**src/rtl/operand_encoder.sv**
```systemverilog
// Inverse of the operand handler: finds the 21-bit immediate that reproduces a
// target operand for a given select code, using an iterative search for the shift forms.
module operand_encoder (
  input  logic        clk,
  input  logic        rst_n,
  input  logic        start,
  input  logic [2:0]  sel,
  input  logic [31:0] rb,
  input  logic [31:0] target,
  output logic        busy,
  output logic        done,
  output logic [20:0] i_out,
  output logic        fit
);

  typedef enum logic [1:0] {IDLE, EVAL, SEARCH, DONE} state_t;

  state_t      state_q, state_d;
  logic [2:0]  sel_q, sel_d;
  logic [31:0] rb_q, rb_d;
  logic [31:0] v_q, v_d;
  logic [4:0]  k_q, k_d;
  logic        res_fit_q, res_fit_d;
  logic [20:0] res_i_q, res_i_d;
  logic        fit_q, fit_d;
  logic [20:0] i_out_q, i_out_d;
  logic        done_q, done_d;

  logic [31:0] cand;
  logic        ev_fit;
  logic [20:0] ev_i;

  always_comb begin
    case (sel_q)
      3'b100:  cand = rb_q >> k_q;
      3'b101:  cand = $signed(rb_q) >>> k_q;
      default: cand = rb_q << k_q;
    endcase
  end

  always_comb begin
    ev_fit = 1'b0;
    ev_i   = '0;
    case (sel_q)
      3'b000: ev_fit = (v_q == rb_q);
      3'b001: begin
        ev_fit = (v_q[31:10] == '0) || (v_q[31:10] == '1);
        ev_i   = {10'b0, v_q[9:0], v_q[31]};
      end
      3'b010: begin
        ev_fit = (v_q[31:13] == '0) || (v_q[31:13] == '1);
        ev_i   = {7'b0, v_q[12:0], v_q[31]};
      end
      3'b011: begin
        ev_fit = (v_q[10:0] == '0);
        ev_i   = v_q[31:11];
      end
      default: ev_fit = (v_q == '0);
    endcase
    if (!ev_fit) ev_i = '0;
  end

  always_comb begin
    state_d   = state_q;
    sel_d     = sel_q;
    rb_d      = rb_q;
    v_d       = v_q;
    k_d       = k_q;
    res_fit_d = res_fit_q;
    res_i_d   = res_i_q;
    fit_d     = fit_q;
    i_out_d   = i_out_q;
    done_d    = 1'b0;
    case (state_q)
      IDLE: begin
        if (start) begin
          sel_d = sel;
          rb_d  = rb;
          v_d   = target;
          k_d   = '0;
          if (sel == 3'b100 || sel == 3'b101 || sel == 3'b110) state_d = SEARCH;
          else                                                 state_d = EVAL;
        end
      end
      EVAL: begin
        res_fit_d = ev_fit;
        res_i_d   = ev_i;
        state_d   = DONE;
      end
      SEARCH: begin
        if (cand == v_q) begin
          res_fit_d = 1'b1;
          res_i_d   = {11'b0, 5'(5'd31 - k_q), 5'b0};
          state_d   = DONE;
        end else if (k_q == 5'd31) begin
          res_fit_d = 1'b0;
          res_i_d   = '0;
          state_d   = DONE;
        end else begin
          k_d = k_q + 5'd1;
        end
      end
      DONE: begin
        // Published results change only on the edge that raises done.
        done_d  = 1'b1;
        fit_d   = res_fit_q;
        i_out_d = res_i_q;
        state_d = IDLE;
      end
      default: state_d = IDLE;
    endcase
  end

  always_ff @(posedge clk or negedge rst_n) begin
    if (!rst_n) begin
      state_q   <= IDLE;
      sel_q     <= '0;
      rb_q      <= '0;
      v_q       <= '0;
      k_q       <= '0;
      res_fit_q <= 1'b0;
      res_i_q   <= '0;
      fit_q     <= 1'b0;
      i_out_q   <= '0;
      done_q    <= 1'b0;
    end else begin
      state_q   <= state_d;
      sel_q     <= sel_d;
      rb_q      <= rb_d;
      v_q       <= v_d;
      k_q       <= k_d;
      res_fit_q <= res_fit_d;
      res_i_q   <= res_i_d;
      fit_q     <= fit_d;
      i_out_q   <= i_out_d;
      done_q    <= done_d;
    end
  end

  assign busy  = (state_q != IDLE);
  assign done  = done_q;
  assign fit   = fit_q;
  assign i_out = i_out_q;

endmodule

```
**config.mk**
```make
export PLATFORM = sky130hd
export DESIGN_NAME = operand_encoder
export DESIGN_NICKNAME = d
export VERILOG_FILES = /design/src/rtl/operand_encoder.sv
export SDC_FILE = /design/constraint.sdc
export NUM_CORES = 1
export LEC_CHECK = 0
export ABC_AREA = 1
export CAP_MARGIN = 20
export CORE_AREA = 2 2 137 153
export DETAILED_ROUTE_END_ITERATION = 6
export DIE_AREA = 0 0 139 155
export PLACE_DENSITY = 0.81
export SYNTH_ARGS = -nofsm -noshare
export SYNTH_HDL_FRONTEND = slang
export SYNTH_SLANG_ARGS = --single-unit
```
**constraint.sdc**
```tcl
create_clock -name clk -period 3.8 [get_ports clk]
set_input_delay 0.76 -clock clk [delete_from_list [all_inputs] [get_ports clk]]
set_output_delay 0.76 -clock clk [all_outputs]
set_load 0.005 [all_outputs]
```
# Word-level counts from Yosys, hierarchy flattened
# Index checks and enable logic that the tools add are counted.
# op_classes
addsub,2
n_eq_ne,20
shifts,3
n_mux,20
n_reduce_logical,17
# op_table
cell,n
== test 32 bit,2
case mux 32 bit (2 select lines),1
two-way mux 21 bit,3
case mux 21 bit (3 select lines),1
case mux 21 bit (2 select lines),1
zero test 32 bit,1
<< shifter 32 x 5 -> 32 bit,1
right shift 32 x 5 -> 32 bit,1
>>> shifter 32 x 5 -> 32 bit,1
== test 22 bit (second input constant),1
zero test 22 bit,1
== test 19 bit (second input constant),1
zero test 19 bit,1
== test 3 bit (second input constant),5
two-way mux 5 bit,3
zero test 11 bit,1
case mux 5 bit (2 select lines),1
two-way mux 2 bit,4
case mux 2 bit (4 select lines),1
== test 3 x 2 -> 1 bit (second input constant),2
inequality test 2 bit (second input constant),3
AND reduction 2 bit,3
nonzero test 2 bit,3
adder 5 x 1 -> 5 bit (second input constant),1
other kinds (13),19
# totals
regBits,119
input_bits,70
out_inout_bits,24
elab_cells,72

# Logic depth before layout (Yosys ltp)
# Gate-level depths: netlist (run 1).
# logic_depth
depth_word,6
mapped_depth,26
mapped_depth_nobuf,24

# Worst setup path after synthesis (run 1)
# OpenSTA, ideal clock, no wires.
# synth_path
path_type,register to register
startpoint,register k_q[0]
endpoint,register res_i_q[10]
t_arrival_ps,2294
required_time_ps,3684
setup_slack_ps,1390
path_stages_with_launch,26
n_path_buf,3
cell_sequence,dfrtp_1 buf_6 inv_6 buf_6 nand2_2 nand3_1 nand3_1 nand2_1 nand2_1 nand2_1 nand2_1 nand2_1 nand2_1 nand2_1 nand2_1 nor2_1 nand2_1 nor2_1 nand2_1 nor2_1 nand2_2 nand2_2 nand2_2 buf_2 nand2_1 nand2_1
# synth_between
elab_chain_len,5
# synth_lines
element,line_no,text
"start, declared",22,"logic [4:0] k_q, k_d;"
"start signal, assigned",131,k_q <= k_d;
"<< shifter 32 x 5 -> 32 bit, or another cell as far along",37,default: cand = rb_q << k_q;
case mux 32 bit (2 select lines),34,case (sel_q)
== test 32 bit,91,if (cand == v_q) begin
two-way mux 21 bit / inequality test 3 bit (equally long branches),--,
case mux 21 bit (2 select lines) / AND reduction 2 bit (equally long branches),--,
"end signal, assigned",133,res_i_q <= res_i_d;
"end, declared",24,"logic [20:0] res_i_q, res_i_d;"
# Parallel ways exist; a longest one is shown, timed or not.
# A chain may end at the register's enable or synchronous reset.

# Final worst setup path (run 1)
# layout_path
startpoint,register k_q[0]
endpoint,register res_i_q[12]
# The elaborated chain is that of the path after synthesis.

==> impl_metrics.json, run 1 <==
{
  "finalPower_mw": 12.5,
  "ys_seq_elements": 119,
  "clk_path_buf_depth": 2,
  "path_depth": 19,
  "ir_drop_v": 0.000617,
  "die_x_um": 139,
  "area_delta_synth_final_pct": 18.8,
  "post_cts_buffers": 0,
  "dp_hpwl_mm": 32.2,
  "routedWlPerCell_um": 21.6,
  "drtIter0Drc": 1546,
  "internal-power_mw": 5.57,
  "num_antenna_cells": 0,
  "initial_utilization_pct": 51.0,
  "gp_congestion": 1.07,
  "routed_wl_mm": 42.2,
  "tightest_slew_ps": 1040,
  "slowest_delay_ps": 540,
  "via_per_inst": 6.19,
  "ctsHoldBuffers": 0,
  "clk_latency_ps": 430,
  "ys.warnings.count": 0,
  "path_buf_inv": 2,
  "clockRootBuffer": "clkbuf_16",
  "pin_count": 94,
  "rr_worst_depth": 19,
  "synthesis.nets": 1688,
  "portBuffers": 93,
  "layout.nets": 1763,
  "drc_errors": 0,
  "skew_ps": 13.8,
  "setup_violations": 0,
  "ant_nets": 0,
  "overflow": 0,
  "avgSynthCellArea_sq_um": 6.35,
  "grt_max_degree": 83,
  "p_leak_nw": 6.10,
  "rows": 55,
  "hold_viol_final": 0,
  "finalMaxSlewViolations": 0,
  "dieArea_sq_um": 21500,
  "p_per_area_nw_per_um2": 1030,
  "maxCapViolCount": 0,
  "async_flop_share_pct": 100,
  "end_kind": "flip-flop",
  "core_area_sq_um": 20100,
  "synth_ff_type": "dfrtp_1",
  "synth_seq_area_share_pct": 29.1,
  "synth_area_sq_um": 10200,
  "switching_share_pct": 55.4,
  "p_comb_share_pct": 65.2,
  "grt_usage_pct": 39.0,
  "critPathKind": "reg2reg",
  "required_ps": 4110,
  "period_share_pct": 90.9,
  "status": "finished clean",
  "yosysUniqueCellTypes": 49,
  "synthesis.instances": 1613,
  "path_clk_slew_ps": 70,
  "grt_pass1_vias": 11300,
  "cts_inserted_buffers": 17,
  "pwr-share-seq_pct": 21.1,
  "clock-sinks": 119,
  "finalSetupTns_ps": 0,
  "cpLargestDelayFamily": "simple AND/OR/NAND/NOR gates",
  "dr.pass1.iters": 6,
  "critical_path_arrival_ps": 3770,
  "synth_edf_count": 0,
  "die_h_um": 155,
  "cts_max_level": 4,
  "min_path_type": "in2async",
  "dr_total_vias": 12100,
  "grt_pass1_wl_mm": 65.3,
  "cts_resized": 0,
  "crit_slowest_cell": "dfrtp_1",
  "rsz0062_at_grt": "no",
  "antenna_found_initial": 0,
  "drive_gt1_share_pct": 10.3,
  "slew_headroom_pct": 30.7,
  "max_freq_ghz": 0.289,
  "crit_fanout": 34,
  "crit_chain": "inv_6, nand2_1, buf_4, nand3_1, nand3_1, nand3_1, o21ai_0, a21boi_1, a21oi_1, nor2_1, nand2_1, nor2_1, nand2_1, nor2_1, nand2_2, nand2_2, nand2_2, nand2_1, nand2_1",
  "cpMostUsedCell": "nand2_1",
  "cts_tree": "done",
  "power_frac_clock_pct": 13.7,
  "cp-start-kind": "flip-flop",
  "switchingPower_mw": 6.93,
  "period_minus_slack_ps": 3460
}
## placed cells by master (no fill, tap or decap), types with 3 or more instances in the layout
cell type / count
xor2_1: 9
inv_1: 93
nor2_1: 106
o22ai_1: 13
buf_12: 11
nor4_1: 11
nand2_2: 9
bufinv_16: 3
nand2_4: 4
mux2_2: 52
nor3_1: 3
xnor2_1: 6
nand3_1: 409
dfrtp_1: 117
o21ai_0: 23
clkbuf_16: 17
nand4_1: 40
inv_2: 8
ha_1: 5
nor2_2: 6
o21ai_1: 7
a22oi_1: 5
clkdlybuf4s50_1: 92
inv_6: 7
nand2_1: 517
buf_4: 40
nand3b_1: 4
a21oi_1: 49
## cell families after synthesis
| family | share of synthesized area (%) |
|---|---|
| fa+ha+maj | 0.611 |
| compound gates | 6.41 |
| xor+xnor | 1.28 |
| flops | 29.1 |
| simple gates | 48.5 |
| buf+inv | 8.45 |
| mux | 5.72 |
## state kept, by name, indices dropped and copies added (netlist names)
| signal | count |
|---|---|
| i_out | 21 |
| sel_q | 3 |
| v_q | 32 |
| done | 1 |
| rb_q | 32 |
| res_i_q | 21 |
| res_fit_q | 1 |
| k_q | 5 |
| fit | 1 |
| state_q | 2 |
## area by class of cell
cell class | instances | area, sq um
flip-flops and latches | 119 | 2980
inverters | 105 | 402
repair buffers | 143 | 1440
clock inverters | 14 | 186
fillers | 1922 | 7920
clock buffers | 18 | 429
well taps | 256 | 320
multi-input cells | 1302 | 6410
## metal layers
layer / vias to the layer above / global-route usage [%] / wire length (um) / part of all wire [%]
li1: 5583 / - / - / -
met1: 5697 / 49.9 / 16700 / 40
met2: 697 / 64.2 / 19300 / 46
met3: 141 / 7.14 / 3850 / 9.1
met4: 0 / 18.8 / 2330 / 5.5
met5: - / 0 / 0 / 0
## stage by stage
step / hold slack, ps / instances / setup slack, ps / cell area (sq um) / util, %
floorplan: 443 / 1613 / 1390 / 10200 / -
global placement: 457 / 1925 / 400 / 11600 / 57.5
detailed placement: 461 / 1925 / 368 / 11600 / 57.5
CTS: 327 / 1957 / 326 / 12200 / 60.5
global route: 351 / 1957 / 8.29 / 12200 / 60.6
finish: 316 / 1957 / 344 / 12200 / 60.6
## final timing paths
| kind | start | to | slack [ps] |
|---|---|---|---|
| setup / recovery | k_q[0]$_DFFE_PN0P_ | res_i_q[12]$_DFFE_PN0P_ | 340 |
| min in group clk | res_i_q[0]$_DFFE_PN0P_ | res_i_q[0]$_DFFE_PN0P_ | 480 |
| max in group asynchronous | rst_n | k_q[1]$_DFFE_PN0P_ | 2630 |
| hold / removal | rst_n | res_i_q[17]$_DFFE_PN0P_ | 320 |
| hold reg to reg | res_i_q[0]$_DFFE_PN0P_ | res_i_q[0]$_DFFE_PN0P_ | 480 |
| setup reg to reg | k_q[0]$_DFFE_PN0P_ | res_i_q[12]$_DFFE_PN0P_ | 340 |
## synth_stat cells (9+ instances only)
| cell type | n | area (sq um) |
|---|---|---|
| dfrtp_1 | 119 | 2980 |
| o22ai_1 | 13 | 81.3 |
| buf_1 | 17 | 63.8 |
| xor2_1 | 9 | 78.8 |
| inv_1 | 94 | 353 |
| nand3_1 | 409 | 2050 |
| a21oi_1 | 49 | 245 |
| buf_2 | 41 | 205 |
| nand2_2 | 9 | 56.3 |
| nor4_1 | 11 | 68.8 |
| mux2_2 | 52 | 586 |
| o21ai_0 | 23 | 115 |
| nand4_1 | 40 | 250 |
| clkbuf_1 | 14 | 52.6 |
| nor2_1 | 106 | 398 |
| nand2_1 | 518 | 1940 |
## power groups by stage
stage	combinational (mW)	clock, mW	sequential, mW
2_1_floorplan	5.46	0	2.20
3_3_place_gp	7.81	0	2.61
3_5_place_dp	7.87	0	2.60
4_1_cts	7.94	1.72	2.58
5_1_grt	8.91	1.78	2.65
6_report	8.15	1.71	2.64
Note: power is estimated with default switching activity, not from simulation.
==> run 2, diff against run 1 <==
--- a/config.mk
+++ b/config.mk
@@ -10,6 +10,7 @@
 export CORE_AREA = 2 2 137 153
 export DETAILED_ROUTE_END_ITERATION = 6
 export DIE_AREA = 0 0 139 155
+export GPL_TIMING_DRIVEN = 0
 export PLACE_DENSITY = 0.81
 export SYNTH_ARGS = -nofsm -noshare
 export SYNTH_HDL_FRONTEND = slang
==> impl_metrics.json, run 2 (synthesis gave the netlist of run 1 again) <==
{
  "status": "complete, but fails checks",
  "violations": "design-rule violations",
  "dp.cells": 1963,
  "skew_ps": 12.6,
  "use_met3_pct": 12.2,
  "min_path_type": "in2async",
  "rsz0062_at_grt": "no",
  "num_antenna_cells": 0,
  "period_share_pct": 97.4,
  "hold_viol_final": 0,
  "core_area_sq_um": 20100,
  "overflow": 0,
  "grt_pass1_wl_mm": 75.4,
  "grt_max_degree": 97,
  "routed_wl_mm": 50.5,
  "ant_nets": 0,
  "antenna_found_initial": 1,
  "final_cells": 1994,
  "ir_drop_v": 0.000516,
  "maxCapViolCount": 0,
  "clockRootBuffer": "clkbuf_16",
  "crit_slowest_cell": "a22oi_1",
  "gp_congestion": 1.10,
  "period_minus_slack_ps": 3700,
  "path_buf_inv": 3,
  "area_delta_synth_final_pct": 18.2,
  "post_cts_buffers": 0,
  "cpMostUsedCell": "nand2_1",
  "cts_max_level": 4,
  "top_usage_layer": "met2",
  "via_per_inst": 6.51,
  "drtIter0Drc": 1726,
  "p_per_area_nw_per_um2": 1050,
  "use_met1_pct": 53.9,
  "cp-start-kind": "flip-flop",
  "clk_latency_ps": 430,
  "clk_path_buf_depth": 2,
  "dp_hpwl_mm": 38.4,
  "reg_top3": "rb_q: 32 flops, v_q: 32 flops",
  "drc_errors": 6,
  "slowest_delay_ps": 460,
  "finalMaxSlewViolations": 0,
  "portBuffers": 93,
  "gr-usage-met2_pct": 74.7,
  "layout.nets": 1800,
  "slew_headroom_pct": 39.2,
  "layout_commonest_cell": "nand2_1",
  "crit_fanout": 10,
  "die_x_um": 139,
  "p_leak_nw": 6.08,
  "critPathKind": "reg2reg",
  "dieArea_sq_um": 21500,
  "routedWlPerCell_um": 25.3,
  "cts_tree": "done",
  "rows": 55,
  "critical_path_arrival_ps": 4070,
  "pin_count": 94,
  "final_cell_mix": "nand2_1, nand3_1, dfrtp_1",
  "tightest_slew_ps": 912,
  "drive_gt1_share_pct": 10.2,
  "required_ps": 4170,
  "setup_violations": 0,
  "dr.pass1.iters": 7,
  "clock-sinks": 119,
  "crit_chain": "buf_6, inv_6, buf_6, nand2_1, nand3_1, nand3_1, nand3_1, o21ai_0, a22oi_1, nand3_1, nand2_1, nand2_1, nor2_1, nand2_1, nor2_2, nand3_2, nand3_2, nand2_1, nand2_1",
  "cts_inserted_buffers": 17,
  "initial_utilization_pct": 51.0,
  "path_clk_slew_ps": 70,
  "cpLargestDelayFamily": "simple AND/OR/NAND/NOR gates",
  "fill_cells": 1899,
  "grt_pass1_vias": 12400,
  "max_freq_ghz": 0.270,
  "cts_resized": 0,
  "die_h_um": 155,
  "end_kind": "flip-flop",
  "hold_slack_ps": 177,
  "dr_total_vias": 13000,
  "grt_usage_pct": 46.5,
  "ctsHoldBuffers": 0
}
==> run 2: area by class of cell <==
cell class,instances,area (sq um),area share [%]
buffer,86,460,3.80
inverter,105,402,3.32
clock buffer,17,425,3.51
multi-input combinational,1302,6400,52.9
timing repair buffer,94,960,7.93
sequential,119,2980,24.6
tap,256,320,2.65
clock inverter,15,158,1.30
==> run 2: worst reg2reg max path, delay by kind of cell, from the launching register on <==
family / cells / cell delay [ps]
buffers and inverters: 3 / 490
AOI/OAI and AO/OA: 2 / 590
and+or+nand+nor: 14 / 2160
DFF: 1 / 400
==> run 2: path summary, 6_finish.rpt <==
| check | from | endpoint | slack, ps | cells after the start |
|---|---|---|---|---|
| setup reg to reg | k_q[0]$_DFFE_PN0P_ | k_q[4]$_DFFE_PN0P_ | 100 | 19 |
| setup / recovery | k_q[0]$_DFFE_PN0P_ | k_q[4]$_DFFE_PN0P_ | 100 | 19 |
| hold / removal | rst_n | i_out[16]$_DFFE_PN0P_ | 180 | 1 |
| hold reg to reg | res_i_q[12]$_DFFE_PN0P_ | res_i_q[12]$_DFFE_PN0P_ | 480 | 2 |
| min in group clk | res_i_q[12]$_DFFE_PN0P_ | res_i_q[12]$_DFFE_PN0P_ | 480 | 2 |
| max in group asynchronous | rst_n | rb_q[18]$_DFFE_PN0P_ | 2870 | 2 |
==> run 2: per-layer routing <==
layer	wire length [um]	vias up
met5	12	-
met4	4790	2
met3	5990	356
met2	22200	1041
met1	17500	5921
li1	-	5653
==> run 2: stage by stage <==
stage	util [%]	setup TNS [ps]	setup slack (ps)	total power [mW]	cell area, sq um
floorplan	-	0	1390	7.66	10200
global placement	57.2	-285340	-2410	10.4	11500
detailed placement	57.3	0	247	10.5	11500
CTS	60.2	0	213	12.2	12100
global route	60.2	0	41.1	13.3	12100
finish	60.2	0	98.5	12.7	12100
==> run 2: report_power, final <==
part / internal (mW) / switching (mW)
registers: 1.78 / 0.907
logic: 2.66 / 5.69
clock network: 0.925 / 0.710
total: 5.37 / 7.30
==> run 3, diff against run 2 <==
--- a/config.mk
+++ b/config.mk
@@ -8,10 +8,11 @@
 export ABC_AREA = 1
 export CAP_MARGIN = 20
 export CORE_AREA = 2 2 137 153
+export CTS_CLUSTER_SIZE = 14
 export DETAILED_ROUTE_END_ITERATION = 6
 export DIE_AREA = 0 0 139 155
 export GPL_TIMING_DRIVEN = 0
-export PLACE_DENSITY = 0.81
+export PLACE_DENSITY = 0.84
 export SYNTH_ARGS = -nofsm -noshare
 export SYNTH_HDL_FRONTEND = slang
 export SYNTH_SLANG_ARGS = --single-unit
==> constraint.sdc (replaced) <==
create_clock -name clk -period 3.2 [get_ports clk]
set_input_delay 0.64 -clock clk [delete_from_list [all_inputs] [get_ports clk]]
set_output_delay 0.64 -clock clk [all_outputs]
set_load 0.005 [all_outputs]
==> impl_metrics.json, run 3 (synthesis gave the netlist of run 1 again) <==
{
  "status": "complete, but fails checks",
  "violations": "design-rule violations, negative setup slack",
  "drive_gt1_share_pct": 27.2,
  "ctsHoldBuffers": 0,
  "maxCapViolCount": 0,
  "p_per_area_nw_per_um2": 1250,
  "dr_total_vias": 13500,
  "portBuffers": 93,
  "ir_drop_v": 0.000696,
  "critPathKind": "reg2reg",
  "clockRootBuffer": "clkbuf_16",
  "slew_headroom_pct": 35.2,
  "hold_slack_ps": 61.3,
  "clk_latency_ps": 430,
  "die_x_um": 139,
  "num_antenna_cells": 0,
  "overflow": 0,
  "dp_hpwl_mm": 38.7,
  "grt_pass1_wl_mm": 75.3,
  "initial_utilization_pct": 51.0,
  "skew_ps": 14.8,
  "end_kind": "flip-flop",
  "grt_pass1_vias": 12600,
  "rows": 55,
  "cp-start-kind": "flip-flop",
  "die_h_um": 155,
  "ant_nets": 0,
  "max_freq_ghz": 0.307,
  "finalMaxSlewViolations": 0,
  "path_clk_slew_ps": 70,
  "switchingPower_mw": 9.92,
  "layout.nets": 1824,
  "rsz0062_at_grt": "yes",
  "antenna_found_initial": 0,
  "layout_commonest_cell": "nand2_1",
  "clk_path_buf_depth": 2,
  "p_leak_nw": 6.72,
  "power_frac_clock_pct": 11.6,
  "gp_congestion": 1.09,
  "cts_tree": "done",
  "dieArea_sq_um": 21500,
  "via_per_inst": 6.69,
  "drc_errors": 14,
  "finalSetupTns_ps": -641,
  "pin_count": 94,
  "clock-sinks": 119,
  "finish.utilization_pct": 69.4,
  "cts_max_level": 4,
  "reg_top3": "rb_q: 32 flops, v_q: 32 flops",
  "dr.pass1.iters": 7,
  "internal-power_mw": 7.50,
  "switching_share_pct": 56.9,
  "core_area_sq_um": 20100,
  "pwr-share-seq_pct": 19.1,
  "critical_path_arrival_ps": 3620,
  "grt_usage_pct": 46.5,
  "tightest_slew_ps": 971,
  "setup_violations": 22,
  "final_cell_mix": "nand2_1, nand3_1, dfrtp_1",
  "area_delta_synth_final_pct": 36.1,
  "crit_fanout": 10,
  "routed_wl_mm": 53.9,
  "drtIter0Drc": 1760,
  "hold_viol_final": 0,
  "period_share_pct": 102,
  "worst_slack_ps": -58.7,
  "finalPower_mw": 17.4,
  "grt_max_degree": 96,
  "required_ps": 3560,
  "routedWlPerCell_um": 26.7,
  "final_cells": 2018,
  "p_comb_share_pct": 69.3,
  "period_minus_slack_ps": 3260,
  "min_path_type": "in2async",
  "dp.cells": 1963,
  "cts_inserted_buffers": 17
}
-- run 3: cell count changes in the layout (fill, tap and decap cells not counted), moves of 8 or more --
| cell | previous run | this run |
|---|---|---|
| buf_12 | 0 | 9 |
| buf_2 | 41 | 18 |
| buf_4 | 7 | 24 |
| nand2_1 | 518 | 404 |
| nand2_2 | 9 | 102 |
| nand2_4 | 3 | 20 |
| nand3_1 | 409 | 283 |
| nand3_2 | 2 | 115 |
| nand3_4 | 0 | 13 |
| nor2_1 | 106 | 98 |
-- run 3: path summary, 6_finish.rpt --
path	from	endpoint	slack [ps]	cells after the start
setup reg to reg	k_q[3]$_DFFE_PN0P_	res_i_q[10]$_DFFE_PN0P_	-60	17
hold / removal	rst_n	i_out[19]$_DFFE_PN0P_	60	1
min in group clk	res_i_q[9]$_DFFE_PN0P_	res_i_q[9]$_DFFE_PN0P_	480	2
max in group asynchronous	rst_n	k_q[0]$_DFFE_PN0P_	2340	2
setup / recovery	k_q[3]$_DFFE_PN0P_	res_i_q[10]$_DFFE_PN0P_	-60	17
hold reg to reg	res_i_q[9]$_DFFE_PN0P_	res_i_q[9]$_DFFE_PN0P_	480	2
-- run 3: power groups by stage --
stage                     sequential [mW]  combinational, mW  clock, mW
after global routing                 3.29               12.8       2.06
after CTS                            3.09               9.63       2.00
final                                3.33               12.1       2.02
after floorplan                      2.61               6.48          0
after global placement               3.09               9.29          0
after detailed placement             3.09               9.42          0
-- run 3: routing by layer --
metal | vias to the layer above | part of all wire [%] | global-route usage (%)
met1 | 6176 | 33 | 52.7
met2 | 1184 | 43 | 74.6
met5 | - | 0 | 0
li1 | 5711 | - | -
met4 | 0 | 11 | 37.2
met3 | 435 | 13 | 12.2
-- run 3: worst max-delay path: stages (launching register included) --
cell      delay, ps
dfrtp_1         410
clkbuf_2        450
buf_2           450
nand3_1         160
nand3_2         100
nand3b_1        250
nand2_1         160
nand2_1          60
nand2_1          90
nand2_1          50
nand3b_1        170
nor2_2          130
nand2_2         110
a21oi_4         190
buf_12          150
buf_8           130
nand2_1          80
nand2_1          60
-- run 3: through the flow --
stage                     area (sq um)  setup slack [ps]
final                            13900             -58.7
after global routing             13900              -128
after CTS                        12200              7.40
after detailed placement         11500              -258
after global placement           11500             -2890
after floorplan                  10200               790
-- run 3: what timing repair did --
item / in CTS / in global routing
gates cloned: 0 / 7
buffers inserted: 0 / 16
resized for setup: 28 / 383
hold endpoints to repair: 0 / 0
pin swaps: 2 / 47
setup endpoints to repair: 27 / 29
-- run 3: final cells by class --
class                           instances  area, sq um
Timing Repair inverter                  1         16.3
Timing Repair Buffer                  116         1240
Clock buffer                           18          439
Fill cell                            1699         6150
Buffer                                 87          667
Sequential cell                       119         2980
Inverter                              105          425
Clock inverter                         14          161
Multi-Input combinational cell       1302         7700
Tap cell                              256          320
